==> src/rtl/regbank_pkg.sv <==
// Shared constants and dump FSM state encoding for the DLX general-purpose register bank.
package regbank_pkg;

    localparam int NB_DATA = 32;
    localparam int NB_REG  = 5;
    localparam int N_REGS  = 2 ** NB_REG;

    typedef enum logic {
        IDLE = 1'b0,
        SEND = 1'b1
    } dump_state_e;

endpackage

==> src/rtl/regbank_if.sv <==
// Register bank bus: WB write triple, ID read ports and the debug dump channel.
interface regbank_if #(
    parameter int NB_DATA = regbank_pkg::NB_DATA,
    parameter int NB_REG  = regbank_pkg::NB_REG
);

    logic               i_enable;
    logic               i_WB_reg_write;
    logic [NB_REG-1:0]  i_WB_selected_reg;
    logic [NB_DATA-1:0] i_WB_selected_data;
    logic [NB_REG-1:0]  i_ID_rs;
    logic [NB_REG-1:0]  i_ID_rt;
    logic [NB_DATA-1:0] o_ID_rs_data;
    logic [NB_DATA-1:0] o_ID_rt_data;
    logic               i_dump_start;
    logic               i_dump_ready;
    logic               o_dump_valid;
    logic [NB_REG-1:0]  o_dump_addr;
    logic [NB_DATA-1:0] o_dump_data;
    logic               o_dump_last;
    logic               o_dump_busy;

    modport master (
        output i_enable, i_WB_reg_write, i_WB_selected_reg, i_WB_selected_data,
        output i_ID_rs, i_ID_rt, i_dump_start, i_dump_ready,
        input  o_ID_rs_data, o_ID_rt_data, o_dump_valid, o_dump_addr,
        input  o_dump_data, o_dump_last, o_dump_busy
    );

    modport slave (
        input  i_enable, i_WB_reg_write, i_WB_selected_reg, i_WB_selected_data,
        input  i_ID_rs, i_ID_rt, i_dump_start, i_dump_ready,
        output o_ID_rs_data, o_ID_rt_data, o_dump_valid, o_dump_addr,
        output o_dump_data, o_dump_last, o_dump_busy
    );

endinterface

==> src/rtl/regbank_dump_fsm.sv <==
// Dump sequencer: walks register indices 0..N_REGS-1 over a valid/ready channel,
// one beat per handshake, and tells the bank when to (re)load the beat data register.
module regbank_dump_fsm #(
    parameter int NB_REG = regbank_pkg::NB_REG
) (
    input  logic              i_clock,
    input  logic              i_reset,
    input  logic              start_i,
    input  logic              ready_i,
    output logic              valid_o,
    output logic              last_o,
    output logic              busy_o,
    output logic [NB_REG-1:0] idx_o,
    output logic              load_o,
    output logic [NB_REG-1:0] load_idx_o
);

    import regbank_pkg::*;

    localparam logic [NB_REG-1:0] LAST_IDX = {NB_REG{1'b1}};

    dump_state_e       state_q;
    logic              valid_q;
    logic              last_q;
    logic              busy_q;
    logic [NB_REG-1:0] idx_q;
    logic              hs;

    assign hs         = valid_q & ready_i;
    assign load_o     = ((state_q == IDLE) & start_i) | ((state_q == SEND) & hs & (idx_q != LAST_IDX));
    assign load_idx_o = (state_q == IDLE) ? '0 : idx_q + 1'b1;

    always_ff @(posedge i_clock or negedge i_reset) begin
        if (!i_reset) begin
            state_q <= IDLE;
            valid_q <= 1'b0;
            last_q  <= 1'b0;
            busy_q  <= 1'b0;
            idx_q   <= '0;
        end else begin
            case (state_q)
                IDLE: begin
                    if (start_i) begin
                        state_q <= SEND;
                        valid_q <= 1'b1;
                        busy_q  <= 1'b1;
                        last_q  <= 1'b0;
                        idx_q   <= '0;
                    end
                end
                SEND: begin
                    if (hs) begin
                        if (idx_q == LAST_IDX) begin
                            state_q <= IDLE;
                            valid_q <= 1'b0;
                            busy_q  <= 1'b0;
                            last_q  <= 1'b0;
                            idx_q   <= '0;
                        end else begin
                            idx_q  <= idx_q + 1'b1;
                            last_q <= (idx_q == LAST_IDX - 1'b1);
                        end
                    end
                end
            endcase
        end
    end

    assign valid_o = valid_q;
    assign last_o  = last_q;
    assign busy_o  = busy_q;
    assign idx_o   = idx_q;

endmodule

==> src/rtl/register_bank.sv <==
// 32-entry DLX GPR file: WB write port, two combinational ID read ports, debug dump stream.
// Define REGBANK_WRITE_BYPASS_EN to make reads write-through on a same-cycle write.
module register_bank #(
    parameter int NB_DATA = regbank_pkg::NB_DATA,
    parameter int NB_REG  = regbank_pkg::NB_REG
) (
    input  logic      i_clock,
    input  logic      i_reset,
    regbank_if.slave  bus
);

    localparam int N_REGS = 2 ** NB_REG;

    import regbank_pkg::*;

    logic [NB_DATA-1:0] regs_q [N_REGS];
    logic [NB_DATA-1:0] dump_data_q;
    logic [NB_DATA-1:0] load_val;
    logic [NB_DATA-1:0] rs_val;
    logic [NB_DATA-1:0] rt_val;
    logic               wr_en;
    logic               load;
    logic [NB_REG-1:0]  load_idx;
    logic [NB_REG-1:0]  dump_idx;

    // Register 0 is hardwired: never written, so it keeps its reset value of zero.
    assign wr_en = bus.i_enable & bus.i_WB_reg_write & (bus.i_WB_selected_reg != '0);

    always_ff @(posedge i_clock or negedge i_reset) begin
        if (!i_reset) begin
            for (int i = 0; i < N_REGS; i++) begin
                regs_q[i] <= '0;
            end
        end else if (wr_en) begin
            regs_q[bus.i_WB_selected_reg] <= bus.i_WB_selected_data;
        end
    end

    always_comb begin
        rs_val = regs_q[bus.i_ID_rs];
        rt_val = regs_q[bus.i_ID_rt];
`ifdef REGBANK_WRITE_BYPASS_EN
        if (wr_en && (bus.i_ID_rs == bus.i_WB_selected_reg)) rs_val = bus.i_WB_selected_data;
        if (wr_en && (bus.i_ID_rt == bus.i_WB_selected_reg)) rt_val = bus.i_WB_selected_data;
`endif
    end

    assign bus.o_ID_rs_data = rs_val;
    assign bus.o_ID_rt_data = rt_val;

    regbank_dump_fsm #(
        .NB_REG (NB_REG)
    ) u_dump_fsm (
        .i_clock    (i_clock),
        .i_reset    (i_reset),
        .start_i    (bus.i_dump_start),
        .ready_i    (bus.i_dump_ready),
        .valid_o    (bus.o_dump_valid),
        .last_o     (bus.o_dump_last),
        .busy_o     (bus.o_dump_busy),
        .idx_o      (dump_idx),
        .load_o     (load),
        .load_idx_o (load_idx)
    );

    // A load coinciding with a write to the same index captures the value being written.
    assign load_val = (wr_en && (bus.i_WB_selected_reg == load_idx)) ? bus.i_WB_selected_data
                                                                      : regs_q[load_idx];

    always_ff @(posedge i_clock or negedge i_reset) begin
        if (!i_reset) begin
            dump_data_q <= '0;
        end else if (load) begin
            dump_data_q <= load_val;
        end
    end

    assign bus.o_dump_addr = dump_idx;
    assign bus.o_dump_data = dump_data_q;

endmodule

==> src/flat_wrapper.sv <==
// flat-port wrapper written by rule: the top's interface ports become plain ports
module register_bank_flat import regbank_pkg::*;
#(
    parameter int NB_DATA = regbank_pkg::NB_DATA,
    parameter int NB_REG  = regbank_pkg::NB_REG
)
  (i_clock, i_reset, bus_i_enable, bus_i_WB_reg_write, bus_i_WB_selected_reg, bus_i_WB_selected_data, bus_i_ID_rs, bus_i_ID_rt, bus_i_dump_start, bus_i_dump_ready, bus_o_ID_rs_data, bus_o_ID_rt_data, bus_o_dump_valid, bus_o_dump_addr, bus_o_dump_data, bus_o_dump_last, bus_o_dump_busy);
  regbank_if #(.NB_DATA(NB_DATA), .NB_REG(NB_REG)) bus_i ();
  input  logic i_clock;
  input  logic i_reset;
  input wire logic [$bits(bus_i.i_enable)-1:0] bus_i_enable;
  input wire logic [$bits(bus_i.i_WB_reg_write)-1:0] bus_i_WB_reg_write;
  input wire logic [$bits(bus_i.i_WB_selected_reg)-1:0] bus_i_WB_selected_reg;
  input wire logic [$bits(bus_i.i_WB_selected_data)-1:0] bus_i_WB_selected_data;
  input wire logic [$bits(bus_i.i_ID_rs)-1:0] bus_i_ID_rs;
  input wire logic [$bits(bus_i.i_ID_rt)-1:0] bus_i_ID_rt;
  input wire logic [$bits(bus_i.i_dump_start)-1:0] bus_i_dump_start;
  input wire logic [$bits(bus_i.i_dump_ready)-1:0] bus_i_dump_ready;
  output wire logic [$bits(bus_i.o_ID_rs_data)-1:0] bus_o_ID_rs_data;
  output wire logic [$bits(bus_i.o_ID_rt_data)-1:0] bus_o_ID_rt_data;
  output wire logic [$bits(bus_i.o_dump_valid)-1:0] bus_o_dump_valid;
  output wire logic [$bits(bus_i.o_dump_addr)-1:0] bus_o_dump_addr;
  output wire logic [$bits(bus_i.o_dump_data)-1:0] bus_o_dump_data;
  output wire logic [$bits(bus_i.o_dump_last)-1:0] bus_o_dump_last;
  output wire logic [$bits(bus_i.o_dump_busy)-1:0] bus_o_dump_busy;
  assign bus_i.i_enable = bus_i_enable;
  assign bus_i.i_WB_reg_write = bus_i_WB_reg_write;
  assign bus_i.i_WB_selected_reg = bus_i_WB_selected_reg;
  assign bus_i.i_WB_selected_data = bus_i_WB_selected_data;
  assign bus_i.i_ID_rs = bus_i_ID_rs;
  assign bus_i.i_ID_rt = bus_i_ID_rt;
  assign bus_i.i_dump_start = bus_i_dump_start;
  assign bus_i.i_dump_ready = bus_i_dump_ready;
  assign bus_o_ID_rs_data = bus_i.o_ID_rs_data;
  assign bus_o_ID_rt_data = bus_i.o_ID_rt_data;
  assign bus_o_dump_valid = bus_i.o_dump_valid;
  assign bus_o_dump_addr = bus_i.o_dump_addr;
  assign bus_o_dump_data = bus_i.o_dump_data;
  assign bus_o_dump_last = bus_i.o_dump_last;
  assign bus_o_dump_busy = bus_i.o_dump_busy;
  register_bank #(.NB_DATA(NB_DATA), .NB_REG(NB_REG)) u_core (.i_clock(i_clock), .i_reset(i_reset), .bus(bus_i));
endmodule
==> config.mk <==
export PLATFORM = sky130hd
export DESIGN_NAME = register_bank_flat
export DESIGN_NICKNAME = d
export VERILOG_FILES = /design/src/rtl/regbank_pkg.sv /design/src/rtl/regbank_if.sv /design/src/rtl/regbank_dump_fsm.sv /design/src/rtl/register_bank.sv /design/src/flat_wrapper.sv
export SDC_FILE = /design/constraint.sdc
export NUM_CORES = 2
export LEC_CHECK = 0
export ABC_AREA = 0
export CORE_MARGIN = 2
export CORE_UTILIZATION = 40
export DETAILED_ROUTE_END_ITERATION = 12
export SETUP_SLACK_MARGIN = 0.5
export SYNTH_ARGS = -nofsm -noshare
export SYNTH_HDL_FRONTEND = slang
export SYNTH_SLANG_ARGS = --single-unit
==> constraint.sdc <==
create_clock -name i_clock -period 4.1 [get_ports i_clock]
set_input_delay 0.41 -clock i_clock [delete_from_list [all_inputs] [get_ports i_clock]]
set_output_delay 0.41 -clock i_clock [all_outputs]
set_load 0.02 [all_outputs]
==> reports/qor.yml <==
drt:
  drtIter0Drc: 5829
  drcViolationCount: 0
  routed_via_density: 6.861
  vias: 46540
  post_drt_wl_per_cell_um: 34.71
  detail-route-antenna-nets: 0
  firstDrtPassIters: 7
  wl_mm: 235.4
yosys:
  ys_seq_area_share_pct: 41.08
  synth-seq-cells: 1064
  netlist_top_cells_area: "dfrtp_1, mux4_2, mux2_2"
  syn_area_per_cell_um2: 14.07
  ys_types: 65
  synth_ff_type: "dfrtp_1"
  synth_warnings: 0
  synthCells: 4606
  async_flop_share_pct: 100.0
  synth_edf_count: 0
  syn_nets: 4662
  synth_top_area_share_pct: 41.08
  yosysTopAreaCell: "dfrtp_1"
  syn_area_mm2: 0.06481
sta:
  hold_viol: 0
  slew_viol_final: 0
  rsz0062_at_grt: "no"
  setup_viol: 0
  setup_slack_ps: 568.3
  tns_ps: 0
  min_period_ps: 3532
  fmax_mhz: 283.1
  tightest_slew_ps: 1249
  max_slew_margin_pct: 16.47
  fin_worst_skew_ps: 37.12
  finalCritPeriodShare_pct: 86.14
power_and_ir_drop:
  combPwrFrac_pct: 37.2
  max-vdd-ir-drop_mv: 1.012
  cell_internal_pwr_mw: 25.32
  power_density_mw_per_mm2: 540.9
  seqPwrFrac_pct: 33.9
  switching_share_pct: 36.60
  p_clk_share_pct: 28.8
  p_total_mw: 39.94
  p_leak_nw: 31.31
  power_switching_mw: 14.62
critical_path:
  crit_arrival_ps: 3120
  cp_common_cell: "mux4_2"
  crit_path_max_incr_delay_ps: 570
  crit_chain: "mux4_2 > mux4_2 > mux2_2 > clkdlybuf4s50_1"
  timing.critical_path.slowest_stage_cell: "clkdlybuf4s50_1"
  start_kind: "flop"
  cp_max_fo: 4
  path_class: "reg2out"
  required_ps: 3690
  cp-end-kind: "primary output"
clock_tree:
  post-cts-setup-buffer-count: 0
  cts_tree: "built"
  cts_max_level: 3
  clkSinkCount: 1064
  cts_root_buffer: "clkbuf_16"
  clockBufferDepth: 3
  cts_buffers: 119
  clk_pin_slew_ps: 70
  clock_latency_ps: 770
floorplanning:
  fp.dieH_um: 406.5
  initial_core_util_pct: 40.32
  rows: 147
  coreArea_mm2: 0.1608
  fp.dieW_um: 406.5
  io_pins: 157
  dieArea_mm2: 0.1653
run_status:
  status: "complete, no violations"
finish:
  fin_nets: 4576
  final_common_cell: "mux2_2"
  drive_gt1_share_pct: 49.72
  final.fill_count: 14280
  final_area_mm2: 0.07383
  synthToLayoutAreaGrowth_pct: 13.92
  layout_common_cells: "mux2_2, dfrtp_1, mux4_2"
place:
  placed_cell_area_mm2: 0.06964
  io_buffer_count: 156
  gp_congestion: 0.8577
  dp_slack_ps: 590.8
  dp_hpwl_mm: 136.6
grt:
  grt.total_usage_pct: 28.46
  grt_pass1_wl_mm: 341.0
  grt.overflow.total: 0
  antenna_found_initial: 14
  grt_pass1_vias: 46240
  grt_max_degree: 132
worst_hold_path:
  min-delay-path-class: "in2reg"
run:
  max-cap-violations: 0
[kinds of logic (layout without fill, tap and decap cells)]
kind of cell | after synthesis | count (layout) | share of synthesized area [%]
AND/OR/NAND/NOR | 371 | 371 | 2.674
buffers and inverters | 580 | 596 | 3.714
AO/OA/AOI/OAI | 674 | 674 | 7.139
adder cells (fa/ha/maj) | 3 | 3 | 0.05792
XOR/XNOR | 7 | 7 | 0.1062
other | 0 | 1 | 0
flip-flops | 1064 | 1064 | 41.08
multiplexers | 1907 | 1907 | 45.23
[power groups by stage]
stage	Sequential (mW)	Clock [mW]	Combinational [mW]
after global routing	13.7	12.1	15.5
after CTS	13.5	11.7	14.7
after floorplan	13.3	0	9.35
after detailed placement	13.7	0	14.6
final	13.6	11.5	14.9
after global placement	13.6	0	14.5
[per-stage QoR]
stage                     hold WS [ps]  std cells  utilization [%]
after floorplan                  114.4       4606                -
after global placement           402.0       6558            43.32
after detailed placement         407.0       6558            43.32
after CTS                        227.0       6782            45.92
after global routing             254.0       6782            45.93
final                            262.7       6783            45.93
[critical path, delay by kind of cell (launching register included)]
kind                   cells  cell delay (ps)
muxes                      3             1370
buffers and inverters      1              570
DFF                        1              430
[sequential cells by signal, indices dropped and copies added, names as in the netlist]
register                   count
u_core.bus.o_dump_data        32
u_core.regs_q               1024
u_core.u_dump_fsm.last_o       1
u_core.u_dump_fsm.busy_o       1
u_core.u_dump_fsm.idx_o        5
u_core.u_dump_fsm.state_q      1
[synthesized netlist by cell type, drive strengths merged (2+ instances only)]
master	count
a211oi	29
a21o	61
a21oi	99
a221oi	30
a222oi	88
a22o	2
a22oi	6
a2bb2oi	2
a311oi	2
a31oi	34
and2	4
and3	3
buf	181
clkbuf	394
dfrtp	1064
ha	3
inv	5
mux2	1128
mux2i	75
mux4	704
nand2	149
nand2b	63
nand3	5
nand3b	4
nand4	4
nand4b	3
nor2	85
nor2b	7
nor3	33
nor3b	2
nor4	2
o2111ai	29
o211ai	33
o21ai	182
o221ai	4
o22ai	34
o2bb2ai	29
or3	3
xnor2	3
xor2	4
[repair_timing]
item / 4_1_cts / 5_1_grt
hold endpoints to repair: 59 / 0
hold buffers: 1 / 0
setup endpoints to repair: 0 / 1
gates resized for setup: 0 / 1
[path summary, 6_finish.rpt]
path / start / to / slack (ps) / depth (start not counted)
max: u_core.regs_q[896] / bus_o_ID_rt_data[0] / 570 / 4
min: bus_i_dump_start / u_core.u_dump_fsm.busy_o / 260 / 3
max reg2reg: u_core.u_dump_fsm.idx_o[0] / u_core.bus.o_dump_data[23] / 600 / 9
min reg2reg: u_core.regs_q[1021] / u_core.regs_q[1021] / 420 / 0
max in group asynchronous: i_reset / u_core.regs_q[608] / 2500 / 4
min in group asynchronous: i_reset / u_core.regs_q[678] / 320 / 2
[area by class of cell]
type	instances	area (µm²)	share of cell area [%]
Multi-Input combinational cell	2962	36110	48.91
Sequential cell	1064	26630	36.07
Timing Repair Buffer	368	4187	5.671
Clock buffer	165	3382	4.581
Tap cell	2160	2703	3.661
Clock inverter	58	789.5	1.069
Inverter	5	23.77	0.03220
Antenna cell	1	2.502	0.003389
[metal layers]
| layer | global-route usage [%] | wire length [µm] | up-vias | part of all wire (%) |
|---|---|---|---|---|
| li1 | - | - | 18090 | - |
| met4 | 10.94 | 10240 | 20 | 4.3 |
| met1 | 39.50 | 93400 | 24890 | 40 |
| met5 | 0 | 135 | - | 0.057 |
| met3 | 7.489 | 25730 | 607 | 11 |
| met2 | 42.74 | 105900 | 2936 | 45 |
No activity file was read; power rests on OpenSTA's default activity.
